### config.mk
export PLATFORM = sky130hd
export DESIGN_NAME = pipeline_hazard_unit
export DESIGN_NICKNAME = d
export VERILOG_FILES = /design/src/rtl/pipeline_hazard_unit.sv
export SDC_FILE = /design/constraint.sdc
export NUM_CORES = 1
export LEC_CHECK = 0
export ABC_AREA = 1
export BUFFER_PORTS_ARGS = -buffer_cell sky130_fd_sc_hd__buf_2
export CAP_MARGIN = 5
export CORE_ASPECT_RATIO = 1.4
export CORE_UTILIZATION = 52
export DETAILED_ROUTE_END_ITERATION = 8
export MAX_ROUTING_LAYER = met4
export PLACE_DENSITY = 0.83
export RECOVER_POWER = 50
export SLEW_MARGIN = 20
export SYNTH_ARGS = -nofsm -noshare
export SYNTH_HDL_FRONTEND = slang
export SYNTH_SLANG_ARGS = --single-unit
### constraint.sdc
create_clock -name clk -period 1.7 [get_ports clk]
set_clock_uncertainty 0.1 [all_clocks]
set_input_delay 0.255 -clock clk [delete_from_list [all_inputs] [get_ports clk]]
set_output_delay 0.255 -clock clk [all_outputs]
set_load 0.005 [all_outputs]
### src/rtl/pipeline_hazard_unit.sv
// ----------------------------------------------------------------------------
// pipeline_hazard_unit
//
// Decode-stage hazard and issue controller. Keeps a small scoreboard of the
// destination registers held by instructions in stages 1..STAGES (1 = execute,
// STAGES = writeback). From that scoreboard it decides whether the decode
// instruction may issue, selects per-operand forwarding sources, inserts
// issue bubbles after a taken jump (flush), and runs the ebreak
// drain/halt sequence. The datapath pipeline registers live elsewhere.
//
// Ports
//   clk          in   clock, rising edge
//   rst          in   synchronous active-high reset
//   valid_in     in   decode holds a valid instruction
//   rs1, rs2     in   source register numbers
//   uses_rs1/2   in   operand is actually read
//   rd           in   destination register number
//   reg_we       in   instruction writes rd
//   load_memory  in   instruction is a load
//   ebreak       in   instruction is ebreak
//   flush        in   taken jump resolved in stage 1 this cycle
//   resume       in   leave HALTED
//   issue        out  decode instruction enters stage 1 at this edge
//   stall        out  decode/fetch must hold
//   fwd_rs1_sel  out  0 = register file, k = forward from stage k
//   fwd_rs2_sel  out  same for rs2
//   pipe_empty   out  no valid entry in stages 1..STAGES
//   halted       out  controller is in HALTED
// ----------------------------------------------------------------------------
module pipeline_hazard_unit #(
    parameter int STAGES        = 3,
    parameter int FORWARD       = 1,
    parameter int LOAD_STAGE    = 2,
    parameter int FLUSH_BUBBLES = 1,
    parameter int SEL_W         = $clog2(STAGES + 1)
) (
    input  logic             clk,
    input  logic             rst,
    input  logic             valid_in,
    input  logic [4:0]       rs1,
    input  logic [4:0]       rs2,
    input  logic             uses_rs1,
    input  logic             uses_rs2,
    input  logic [4:0]       rd,
    input  logic             reg_we,
    input  logic             load_memory,
    input  logic             ebreak,
    input  logic             flush,
    input  logic             resume,
    output logic             issue,
    output logic             stall,
    output logic [SEL_W-1:0] fwd_rs1_sel,
    output logic [SEL_W-1:0] fwd_rs2_sel,
    output logic             pipe_empty,
    output logic             halted
);

    typedef enum logic [1:0] {
        ST_RUN,
        ST_DRAIN,
        ST_HALTED
    } state_t;

    state_t          state_q, state_d;
    logic [3:0]      bc_q, bc_d;

    // Scoreboard: entry k describes the instruction currently in stage k.
    logic [STAGES:1] valid_q;
    logic [STAGES:1] we_q;
    logic [STAGES:1] load_q;
    logic [4:0]      rd_q [1:STAGES];

    // Youngest-match search results per operand (0 = no match).
    int              k1, k2;
    logic            load1, load2;
    logic            hazard;

    // ------------------------------------------------------------------------
    // Operand match search. Scanning from the oldest stage down to stage 1
    // lets the last hit seen be the youngest one, which is the value the
    // operand must observe. x0 never matches.
    // ------------------------------------------------------------------------
    always_comb begin
        // NOTE: every variable gets a default before any conditional
        // assignment so no path leaves it unassigned and no latch is inferred.
        k1    = 0;
        k2    = 0;
        load1 = 1'b0;
        load2 = 1'b0;
        for (int k = STAGES; k >= 1; k--) begin
            if (valid_q[k] && we_q[k]) begin
                if (uses_rs1 && (rs1 != 5'd0) && (rd_q[k] == rs1)) begin
                    k1    = k;
                    load1 = load_q[k];
                end
                if (uses_rs2 && (rs2 != 5'd0) && (rd_q[k] == rs2)) begin
                    k2    = k;
                    load2 = load_q[k];
                end
            end
        end
    end

    // ------------------------------------------------------------------------
    // Hazard and forwarding selects. With forwarding, only a load whose data
    // is not yet available (stage below LOAD_STAGE) blocks issue. Without
    // forwarding, any pending writer blocks until it has left writeback.
    // ------------------------------------------------------------------------
    always_comb begin
        hazard      = 1'b0;
        fwd_rs1_sel = '0;
        fwd_rs2_sel = '0;
        if (FORWARD != 0) begin
            fwd_rs1_sel = SEL_W'(k1);
            fwd_rs2_sel = SEL_W'(k2);
            hazard      = ((k1 != 0) && load1 && (k1 < LOAD_STAGE)) ||
                          ((k2 != 0) && load2 && (k2 < LOAD_STAGE));
        end else begin
            hazard      = (k1 != 0) || (k2 != 0);
        end
    end

    assign issue      = valid_in && (state_q == ST_RUN) && (bc_q == 4'd0) &&
                        !flush && !hazard;
    // A flushed decode instruction is discarded, so it is never held.
    assign stall      = valid_in && !issue && !flush;
    assign pipe_empty = ~|valid_q;
    assign halted     = (state_q == ST_HALTED);

    // ------------------------------------------------------------------------
    // Next state. While draining nothing enters stage 1, so after this edge
    // the pipe is empty exactly when stages 1..STAGES-1 are empty now. Going
    // to HALTED on that condition makes halted rise in the first cycle the
    // pipe is observed empty, i.e. the cycle after the ebreak retires.
    // ------------------------------------------------------------------------
    always_comb begin
        state_d = state_q;
        unique case (state_q)
            ST_RUN:    if (issue && ebreak)          state_d = ST_DRAIN;
            ST_DRAIN:  if (~|valid_q[STAGES-1:1])    state_d = ST_HALTED;
            ST_HALTED: if (resume)                   state_d = ST_RUN;
            default:                                 state_d = ST_RUN;
        endcase
    end

    always_comb begin
        if (flush) begin
            bc_d = 4'(FLUSH_BUBBLES);
        end else if (bc_q != 4'd0) begin
            bc_d = bc_q - 4'd1;
        end else begin
            bc_d = bc_q;
        end
    end

    // ------------------------------------------------------------------------
    // Control state and scoreboard valid bits.
    // ------------------------------------------------------------------------
    always_ff @(posedge clk) begin
        // NOTE: sequential state uses non-blocking assignments so every
        // register samples pre-edge values, independent of statement order.
        if (rst) begin
            state_q <= ST_RUN;
            bc_q    <= 4'd0;
            valid_q <= '0;
        end else begin
            state_q <= state_d;
            bc_q    <= bc_d;
            valid_q <= {valid_q[STAGES-1:1], issue};
        end
    end

    // NOTE: the scoreboard payload is deliberately not reset; it is only
    // ever looked at through its valid bit, which is reset above.
    always_ff @(posedge clk) begin
        rd_q[1] <= rd;
        for (int k = 2; k <= STAGES; k++) begin
            rd_q[k] <= rd_q[k-1];
        end
        we_q   <= {we_q[STAGES-1:1], reg_we};
        load_q <= {load_q[STAGES-1:1], load_memory};
    end

endmodule

## Word-level counts from Yosys, hierarchy flattened

Memory sizes are Yosys's and may differ from the RTL's.
Index checks and enable logic that the tools add are counted.

| cells by class | value |
|---|---|
| add/subtract/negate cells | 1 |
| multipliers | 0 |
| div/mod/pow operators | 0 |
| order comparisons | 2 |
| equality and inequality tests | 11 |
| shift operators | 0 |
| multiplexer cells | 30 |
| bitwise operators | 0 |
| reduce and logical (&&, ||, !) cells | 39 |

Operators by type and width:

| cell | number |
|---|---|
| 32-bit 2-to-1 mux | 10 |
| 32-bit by 3-bit less-than comparator with 1-bit output, second input constant | 2 |
| 32-bit nonzero test | 2 |
| 5-bit equality test | 6 |
| 1-bit logical AND | 22 |
| 1-bit 2-to-1 mux | 14 |
| 2-bit 2-to-1 mux | 5 |
| 5-bit nonzero test | 2 |
| 2-bit case mux with 3 select lines | 1 |
| 1-bit zero test | 4 |
| 4-bit zero test | 1 |
| 2-bit inequality test, second input constant | 2 |
| 4-bit nonzero test | 1 |
| 2-bit OR reduction | 2 |
| 4-bit by 1-bit subtractor with 4-bit output, second input constant | 1 |
| 3-bit AND reduction | 1 |
| 3-bit OR reduction | 1 |
| 2-bit by 1-bit equality test with 1-bit output, second input constant | 1 |
| 2-bit equality test, second input constant | 1 |
| 2-bit zero test | 1 |
| 2-bit by 1-bit inequality test with 1-bit output, second input constant | 1 |
| 2-bit nonzero test | 1 |
| 1-bit logical OR | 1 |

| word-level totals | value |
|---|---|
| bits in registers | 15 |
| latch bits | 0 |
| bits in writable memories | 15 |
| bits in read-only memories | 0 |
| input port bits | 25 |
| output and inout bits | 8 |
| logic and storage cells | 90 |
| memories | 1 |

Memories:

| name | depth | bits a word | rd ports | clocked after Yosys merged registers in | write ports | line | text |
|---|---|---|---|---|---|---|---|
| rd_q | 3 | 5 | 3 | 0 | 3 | 71 | `logic [4:0] rd_q [1:STAGES];` |

## Longest topological paths before layout

Gate-level depths: netlist (run 1).

| depth | value |
|---|---|
| depth in word-level cells | 18 |
| mapped depth | 11 |
| mapped depth without buffers | 11 |

## Worst setup path after synthesis (run 1)

Ideal clock, no wire load.

| path | value |
|---|---|
| kind | register to output |
| from | reg bc_q[0] |
| to | out stall |
| data arrival time | 1.183 ns |
| data required time | 1.345 ns |
| setup slack | 0.162 ns |
| stages on the path, launching flop included | 8 |
| buffers on the path | 0 |
| path through | dfxtp_1 -> inv_1 -> ha_1 -> nand3_1 -> nor4_1 -> nand2_2 -> inv_2 -> nor2_2 |

| between the ends | value |
|---|---|
| cells in the longest elaborated chain, start to end | 7 |

Ends and longest elaborated chain:

| element | line | text |
|---|---|---|
| from (decl) | 65 | `logic [3:0] bc_q, bc_d;` |
| from (signal assigned) | 164 | `bc_q <= 4'd0;` |
| from (signal assigned) | 168 | `bc_q <= bc_d;` |
| 4-bit zero test | 123 | `assign issue = valid_in && (state_q == ST_RUN) && (bc_q == 4'd0) &&` |
| 1-bit logical AND (2 in a row) | 123 |  |
| 1-bit logical AND | 124 | `!flush && !hazard;` |
| net issue | 50 | `output logic issue,` |
| 1-bit zero test | 126 | `assign stall = valid_in && !issue && !flush;` |
| 1-bit logical AND (2 in a row) | 126 |  |
| to (decl) | 51 | `output logic stall,` |

The timed path passes the listed nets, and every way through them passes these cells.

## Worst setup path in the final report (run 1)

| path | value |
|---|---|
| from | reg bc_q[1] |
| to | out stall |

| between the ends | value |
|---|---|
| cells in the longest elaborated chain, start to end | 7 |

Ends and longest elaborated chain:

| element | line |
|---|---|
| 4-bit zero test | 123 |
| 1-bit logical AND (2 in a row) | 123 |
| 1-bit logical AND | 124 |
| 1-bit zero test | 126 |
| 1-bit logical AND (2 in a row) | 126 |

No other way between the ends.

==> results.toml, run 1 <==
[logic_synthesis]
syn_inst = 181
synthMuxAreaShare_pct = 0
synthAdderAreaFrac_pct = 1.81
yosysTopAreaCellShare_pct = 40.6
avgSynthCellArea_um2 = 7.62
synthSimpleGateAreaFrac_pct = 27.3
synth_top_family_by_area = "simple AND/OR/NAND/NOR gates"
ys_top_cells_by_area = "dfxtp_1 (41%), nand2_1 (9.5%), xor2_1 (7.6%)"
yosysWarnings = 0
ys_ff_latch = 28
synth_xor_area_share_pct = 14.6
yosys.area.top_type = "dfxtp_1"
synth_cell_types = 24
syn_area_um2 = 1380
synth_compound_area_share_pct = 5.89
seq_area_frac_synth_pct = 40.6
syn_nets = 208

[power]
power.density_nw_per_um2 = 734
pwr-share-seq_pct = 54.2
power.total_mw = 1.34
intPower_mw = 0.973
p_sw_share_pct = 27.4
switching_power_mw = 0.368
clkPwrFrac_pct = 23.8
power_frac_comb_pct = 21.9
ir_drop_v = 0.000500
p_leak_nw = 0.893

[floorplan]
pin_count = 33
die-area_um2 = 2870
die_y_um = 63.0
fp.coreArea_um2 = 2440
num_rows = 21
start_util_pct = 56.5
die_w_um = 45.5

[timing]
slew_headroom_pct = 83.1
hold_viol_final = 0
setup_viol = 6
worstMarginPinSlew_ns = 0.252
clock.fmax_ghz = 0.514
layout_setup_ws_ns = -0.244
finalCritPeriodShare_pct = 114
rsz0062_at_grt = "yes"
slew_violations = 0
fin_crit_ns = 1.94

[cts]
numCtsBuffers = 3
insertion_delay_ns = 0.32
cts_tree = "done"
cts_sinks = 28
htreeDepth = 1
cts.clk_slew.worst_paths_ns = 0.14
cts-root-buf = "clkbuf_4"
cts_buffer_depth = 2

[global_route]
gr-total-overflow = 0
grt_pass1_vias = 1286
grt_pass1_wl_mm = 5.04
antenna_found_initial = 0
grt_max_degree = 16
grt_usage_pct = 24.1

[critical_path]
cp_slowest_stage_delay_ns = 0.35
critPathMostFrequentCell = "inv_2"
endpoint_kind = "output port"
path_cells = "inv_2 -> ha_4 -> nand3_4 -> nor4_4 -> nand2_2 -> inv_2 -> nor2_2 -> buf_2"
worstPathArrival_ns = 1.59
path_class = "reg2out"
worstSetupStartpointType = "flip-flop"
slowest_stage = "dfxtp_2"
crit_required_ns = 1.34
cp_max_fo = 2

[drt]
wl_per_cell_um = 11.6
drc = 0
via_per_inst = 4.94
vias = 1315
drt_pass1_iterations = 4
ant_nets = 0
drtIter0Drc = 29
wl_mm = 3.08

[finish]
fin_util_pct = 74.8
multi_input_area_um2 = 758
syn2layout_area_growth_pct = 32.5
final_cell_mix = "nand2_1 (34), buf_2 (32), nor2_1 (20), dfxtp_1 (18), inv_1 (17)"
fin_nets = 260
final_cells = 266
drive_gt1_share_pct = 37.5
layout_commonest_cell = "nand2_1"
fillers = 187
register_area_um2 = 573
n_antenna_cell = 0

[run]
maxCapViolCount = 0

[outcome]
violations = "negative setup slack"
outcome = "complete, but fails checks"

[placed_design]
gp_congestion = 0.881
dp_cells = 246
hpwl_mm = 2.20
portBuffers = 32

[hold_path]
hold_path_class = "in2reg"
==> state kept, by name (all words and copies together) (netlist names) <==
signal and count:
state_q 2, load_q 1, valid_q 3, we_q 3, bc_q 4, rd_q 15
==> metal layers <==
metal	vias up	share of wire, %	global-route usage, %
met3	10	4.1	3.18
li1	665	-	-
met4	0	2.7	9.85
met2	37	56	42.1
met5	-	0	-
met1	603	38	25.6
==> power by group through the flow <==
stage | sequential (mW) | combinational, mW | clock (mW)
2_1_floorplan | 0.731 | 0.145 | 0
5_1_grt | 0.732 | 0.325 | 0.344
3_5_place_dp | 0.737 | 0.223 | 0
4_1_cts | 0.727 | 0.283 | 0.320
6_report | 0.727 | 0.294 | 0.320
3_3_place_gp | 0.735 | 0.216 | 0
==> cell families (layout without fill, tap and decap cells) <==
logic type / after synthesis / in the layout
xor+xnor: 23 / 23
fa+ha+maj: 2 / 2
buf+inv: 32 / 83
compound gates: 12 / 12
flops: 28 / 28
simple gates: 84 / 84
==> synthesized netlist by cell type <==
cell	number
nand3_1	10
a21oi_2	2
nor2_1	20
nand2_1	35
ha_1	2
a21oi_1	5
inv_2	10
a211oi_1	1
nor2_2	2
nand2_2	3
nand3_2	1
nor3_1	5
and3_1	1
dfxtp_1	28
nor4_1	2
xnor2_1	11
buf_6	2
o21ai_0	1
nand4_1	4
nor3_2	1
xor2_1	12
o2111a_1	1
a21boi_1	2
inv_1	20
==> final cells by class <==
type	instances	area share, %
Clock buffer	4	1.98
Inverter	30	6.16
Multi-Input combinational cell	121	41.5
Sequential cell	28	31.3
Tap cell	34	2.33
Timing Repair Buffer	49	16.7
==> critical path: cells and delay by family (launching register included) <==
| family | cells | cell delay [ns] |
|---|---|---|
| AND/OR/NAND/NOR | 4 | 0.49 |
| flip-flops | 1 | 0.35 |
| buffers and inverters | 3 | 0.27 |
| adder cells (fa/ha/maj) | 1 | 0.16 |
==> through the flow <==
stage          setup TNS, ns  instance area (um2)  hold slack, ns  worst slack, ns
6_report               -1.20                 1830          0.0592           -0.244
5_1_grt                -1.95                 1830          0.0562           -0.374
4_1_cts                -1.02                 1800          0.0579           -0.231
3_5_place_dp               0                 1570           0.242           0.0314
3_3_place_gp               0                 1570           0.240           0.0766
2_1_floorplan              0                 1380           0.183            0.162
==> repair_timing <==
| action | 4_1_cts | 5_1_grt |
|---|---|---|
| endpoints found under the hold margin | 7 | 0 |
| endpoints found under the setup margin | 6 | 6 |
| buffers inserted | 6 | 3 |
| pin swaps | 8 | 9 |
| gates resized for setup | 30 | 2 |
| hold buffers | 7 | 0 |
==> path summary, 6_finish.rpt <==
kind / endpoint / slack, ns / depth (start not counted) / from
max: stall / -0.24 / 8 / bc_q[1]$_SDFFE_PP0P_
min: state_q[0]$_SDFFE_PP0P_ / 0.06 / 2 / rst
max reg2reg: state_q[0]$_SDFFE_PP0P_ / 0.28 / 10 / we_q[1]$_DFF_P_
min reg2reg: we_q[3]$_DFF_P_ / 0.27 / 0 / we_q[2]$_DFF_P_
Power figures use the tool's default switching activity.
==> run 2: changes to the inputs <==
Settings changed: RECOVER_POWER 50 to default, SLEW_MARGIN 20 to 15.
==> run 2 against run 1 <==
Against the previous run:
- wire length is essentially flat
- the run still ends with negative setup slack left
- final area increased by 0.48%
- sequential power is essentially flat
- clock power is essentially flat
- sequential share of layout area increased by 0.33 points
- largest power group unchanged
- hold slack did not move
==> results.toml, run 2 (synthesized netlist as in run 1, its figures left out) <==
[run]
maxCapViolCount = 0

[timing]
fin_setup_tns_ns = -1.14
slew_headroom_pct = 83.1
slew_violations = 0
clock.fmax_ghz = 0.514
fin_crit_ns = 1.94
setup_viol = 6
layout_setup_ws_ns = -0.244
worstMarginPinSlew_ns = 0.252
hold_viol_final = 0
rsz0062_at_grt = "yes"
holdWs_ns = 0.0592
finalCritPeriodShare_pct = 114

[drt]
ant_nets = 0
via_per_inst = 4.94
wl_mm = 3.08
wl_per_cell_um = 11.6
drc = 0
drt_pass1_iterations = 4
vias = 1315
drtIter0Drc = 29

[critical_path]
worstSetupStartpointType = "flip-flop"
crit_required_ns = 1.34
cp_max_fo = 2
worstPathArrival_ns = 1.59
path_class = "reg2out"
endpoint_kind = "output port"

[finish]
n_antenna_cell = 0
top_regs = "rd_q: 15 flops, bc_q: 4 flops"
fin_util_pct = 75.2
syn2layout_area_growth_pct = 33.1
fillers = 180
drive_gt1_share_pct = 40.5
largest_reg_flops = 15
final_cell_mix = "nand2_1 (34), buf_2 (32), nor2_1 (20), inv_1 (17), dfxtp_2 (17)"
fin_nets = 260
layout_commonest_cell = "nand2_1"
largest_register = "rd_q"

[cts]
cts.clk_slew.worst_paths_ns = 0.14
cts_tree = "done"
cts-root-buf = "clkbuf_4"
htreeDepth = 1
insertion_delay_ns = 0.32
numCtsBuffers = 3
cts_buffer_depth = 2
cts_sinks = 28

[placed_design]
portBuffers = 32
gp_congestion = 0.881
hpwl_mm = 2.20

[power]
p_sw_share_pct = 27.4
switching_power_mw = 0.368
power_frac_comb_pct = 21.9
power.density_nw_per_um2 = 731
intPower_mw = 0.975
ir_drop_v = 0.000501
power.total_mw = 1.34
p_leak_nw = 0.893
pwr-share-seq_pct = 54.3
clkPwrFrac_pct = 23.8

[global_route]
grt_pass1_wl_mm = 5.04
grt_max_degree = 16
grt_usage_pct = 24.1
antenna_found_initial = 0
gr-total-overflow = 0
grt_pass1_vias = 1286

[floorplan]
fp.coreArea_um2 = 2440
die_y_um = 63.0
die_w_um = 45.5
num_rows = 21
pin_count = 33
start_util_pct = 56.5
die-area_um2 = 2870

[outcome]
violations = "negative setup slack"
outcome = "complete, but fails checks"

[hold_path]
hold_path_class = "in2reg"
run 2: cell counts in the layout (fill, tap and decap cells not counted):
No cell type changed its count.
run 2: timing repair:
item	4_1_cts	5_1_grt
endpoints found under the hold margin	7	0
setup endpoints to repair	6	6
pin swaps	8	9
setup buffers	6	3
hold buffers	7	0
resized for setup	30	2
run 2: final cells by class:
class | count | area [um2] | share of cell area [%]
Clock buffer | 4 | 36.3 | 1.98
Sequential cell | 28 | 582 | 31.7
Inverter | 30 | 113 | 6.13
Tap cell | 34 | 42.5 | 2.32
Timing Repair Buffer | 49 | 305 | 16.6
Multi-Input combinational cell | 121 | 758 | 41.3
run 2: metal layers:
metal | GRT usage [%] | up-vias | share of wire [%]
li1 | - | 665 | -
met1 | 25.6 | 603 | 38
met2 | 42.1 | 37 | 56
met3 | 3.18 | 10 | 4.1
met4 | 9.85 | 0 | 2.7
met5 | - | - | 0
run 2: final timing paths:
check	from	endpoint	depth (start not counted)	slack (ns)
min reg2reg	we_q[2]$_DFF_P_	we_q[3]$_DFF_P_	0	0.27
min	rst	state_q[0]$_SDFFE_PP0P_	2	0.06
max reg2reg	we_q[1]$_DFF_P_	state_q[0]$_SDFFE_PP0P_	10	0.28
max	bc_q[1]$_SDFFE_PP0P_	stall	8	-0.24
run 2: stage by stage:
| stage | cells | setup WS [ns] | instance area (um2) |
|---|---|---|---|
| finish | 266 | -0.244 | 1840 |
| floorplan | 181 | 0.162 | 1380 |
| global placement | 246 | 0.0766 | 1570 |
| global route | 266 | -0.365 | 1840 |
| CTS | 263 | -0.231 | 1800 |
| detailed placement | 246 | 0.0314 | 1570 |
run 2: worst max-delay path, stage by stage (launching register included):
cell and delay [ns]:
dfxtp_2 0.35, inv_2 0.08, ha_4 0.16, nand3_4 0.07, nor4_4 0.30, nand2_2 0.09
inv_2 0.07, nor2_2 0.03, buf_2 0.12
run 2: power groups by stage:
stage                     clock, mW  sequential [mW]  combinational, mW
after floorplan                   0            0.731              0.145
after global placement            0            0.735              0.216
after detailed placement          0            0.737              0.223
after CTS                     0.320            0.727              0.283
after global routing          0.344            0.734              0.326
final                         0.320            0.729              0.294
==> run 3: changes to the inputs <==
Settings changed: CTS_BUF_LIST from default to sky130_fd_sc_hd__clkbuf_4, RECOVER_POWER from default to 100, SKIP_LAST_GASP from default to 1.
==> run 3 against run 2 <==
Against the previous run:
- the run still ends with negative setup slack left
- register-to-register slack hardly changed
- combinational power is 3% lower
- power is 4.2% lower
- largest power group unchanged
==> results.toml, run 3 (synthesized netlist as in run 1, its figures left out) <==
[power]
ir_drop_v = 0.000495
power.density_nw_per_um2 = 713
p_leak_nw = 0.880

[drt]
vias = 1307
via_per_inst = 4.91
drc = 0
wl_per_cell_um = 11.5
wl_mm = 3.05
drtIter0Drc = 20
ant_nets = 0
drt_pass1_iterations = 4

[critical_path]
cp_max_fo = 2
path_class = "reg2out"
r2r-end = "state_q[0]$_SDFFE_PP0P_"
timing.rr.start = "we_q[1]$_DFF_P_"
crit_required_ns = 1.34
ff2ff_setup_slack_ns = 0.28
worstSetupStartpointType = "flip-flop"
endpoint_kind = "output port"
worstPathArrival_ns = 1.59
r2r_cells = 10

[global_route]
grt_max_degree = 16
grt_pass1_wl_mm = 5.04
grt_usage_pct = 24.1
gr-total-overflow = 0
antenna_found_initial = 0
grt_pass1_vias = 1286

[cts]
cts_buffer_depth = 2
cts_sinks = 28
insertion_delay_ns = 0.32
numCtsBuffers = 3
htreeDepth = 1
cts-root-buf = "clkbuf_4"
cts.clk_slew.worst_paths_ns = 0.14
cts_tree = "done"

[timing]
fin_setup_tns_ns = -1.14
setup_viol = 6
hold_viol_final = 0
fin_crit_ns = 1.95
holdWs_ns = 0.0570
clock.fmax_ghz = 0.514
rsz0062_at_grt = "yes"
finalCritPeriodShare_pct = 114
worstMarginPinSlew_ns = 0.251
slew_headroom_pct = 83.1
layout_setup_ws_ns = -0.246
slew_violations = 0

[finish]
syn2layout_area_growth_pct = 30.8
fin_nets = 260
largest_reg_flops = 15
final_cells = 266
final_cell_mix = "nand2_1 (34), buf_2 (32), nor2_1 (20), dfxtp_1 (19), inv_1 (18)"
layout_commonest_cell = "nand2_1"
n_antenna_cell = 0
design_area_um2 = 1810
drive_gt1_share_pct = 35.3
top_regs = "rd_q: 15 flops, bc_q: 4 flops"
largest_register = "rd_q"

[floorplan]
pin_count = 33
fp.coreArea_um2 = 2440
start_util_pct = 56.5
die-area_um2 = 2870
die_y_um = 63.0
num_rows = 21
die_w_um = 45.5

[outcome]
outcome = "complete, but fails checks"
violations = "negative setup slack"

[placed_design]
placed_area_um2 = 1570
place_ws_ns = 0.0314
gp_congestion = 0.881
portBuffers = 32
hpwl_mm = 2.20
dp_cells = 246

[hold_path]
hold_path_class = "in2reg"
hold_depth = 2
min_from = "rst"
hold-path-endpoint = "state_q[0]$_SDFFE_PP0P_"

[run]
maxCapViolCount = 0
[run 3: cell types whose count changed in the layout (fill, tap and decap cells not counted), sizes merged]
cell | previous run | this run
buf | 42 | 41
clkinv | 0 | 1
[run 3: worst max path at each step]
| stage | start | end | slack (ns) | depth (start not counted) |
|---|---|---|---|---|
| 2_1_floorplan | bc_q[0]$_SDFFE_PP0P_ | stall | 0.16 | 7 |
| 3_3_place_gp | rs2[2] | stall | 0.08 | 12 |
| 3_5_place_dp | bc_q[0]$_SDFFE_PP0P_ | stall | 0.03 | 8 |
| 4_1_cts | rd_q[0][12]$_DFF_P_ | fwd_rs2_sel[1] | -0.23 | 5 |
| 5_1_grt | rd_q[0][12]$_DFF_P_ | fwd_rs2_sel[1] | -0.37 | 5 |
| 6_report | bc_q[1]$_SDFFE_PP0P_ | stall | -0.25 | 8 |
[run 3: area by class of cell]
class                      instances  area (um2)
tap                               34        42.5
fill                             191         638
multi-input combinational        121         751
clock inverter                     1        3.75
clock buffer                       3        22.5
sequential                        28         572
inverter                          30         113
timing repair buffer              49         302
[run 3: where the power goes]
| part | internal (mW) | switching, mW | total (mW) | leakage (nW) |
|---|---|---|---|---|
| combinational | 0.140 | 0.146 | 0.286 | 0.630 |
| clock | 0.0862 | 0.189 | 0.275 | 0.0154 |
| sequential | 0.696 | 0.0305 | 0.726 | 0.234 |
| total | 0.922 | 0.365 | 1.29 | 0.880 |
[run 3: what timing repair did]
item                       in CTS  in global routing
hold buffers                    7                  0
gates resized for setup        29                  1
setup endpoints to repair       6                  6
buffers inserted                6                  3
pin swaps                       8                  6
hold endpoints to repair        7                  0
[run 3: per-layer routing]
layer / share of wire, % / global-route usage [%]
met1: 39 / 25.6
met2: 57 / 42.1
met3: 2.5 / 3.18
met4: 1.3 / 9.85
met5: 0 / -
[run 3: worst max-delay path: stages, from the launching register on]
cell	delay, ns
dfxtp_1	0.35
inv_2	0.09
ha_4	0.16
nand3_4	0.07
nor4_4	0.30
nand2_2	0.09
inv_2	0.07
nor2_2	0.03
buf_2	0.12
[run 3: stage by stage]
stage | utilization (%) | total power, mW
3_5_place_dp | 64.2 | 0.960
5_1_grt | 73.9 | 1.35
4_1_cts | 73.3 | 1.28
3_3_place_gp | 64.2 | 0.951
2_1_floorplan | - | 0.876
6_report | 73.9 | 1.29
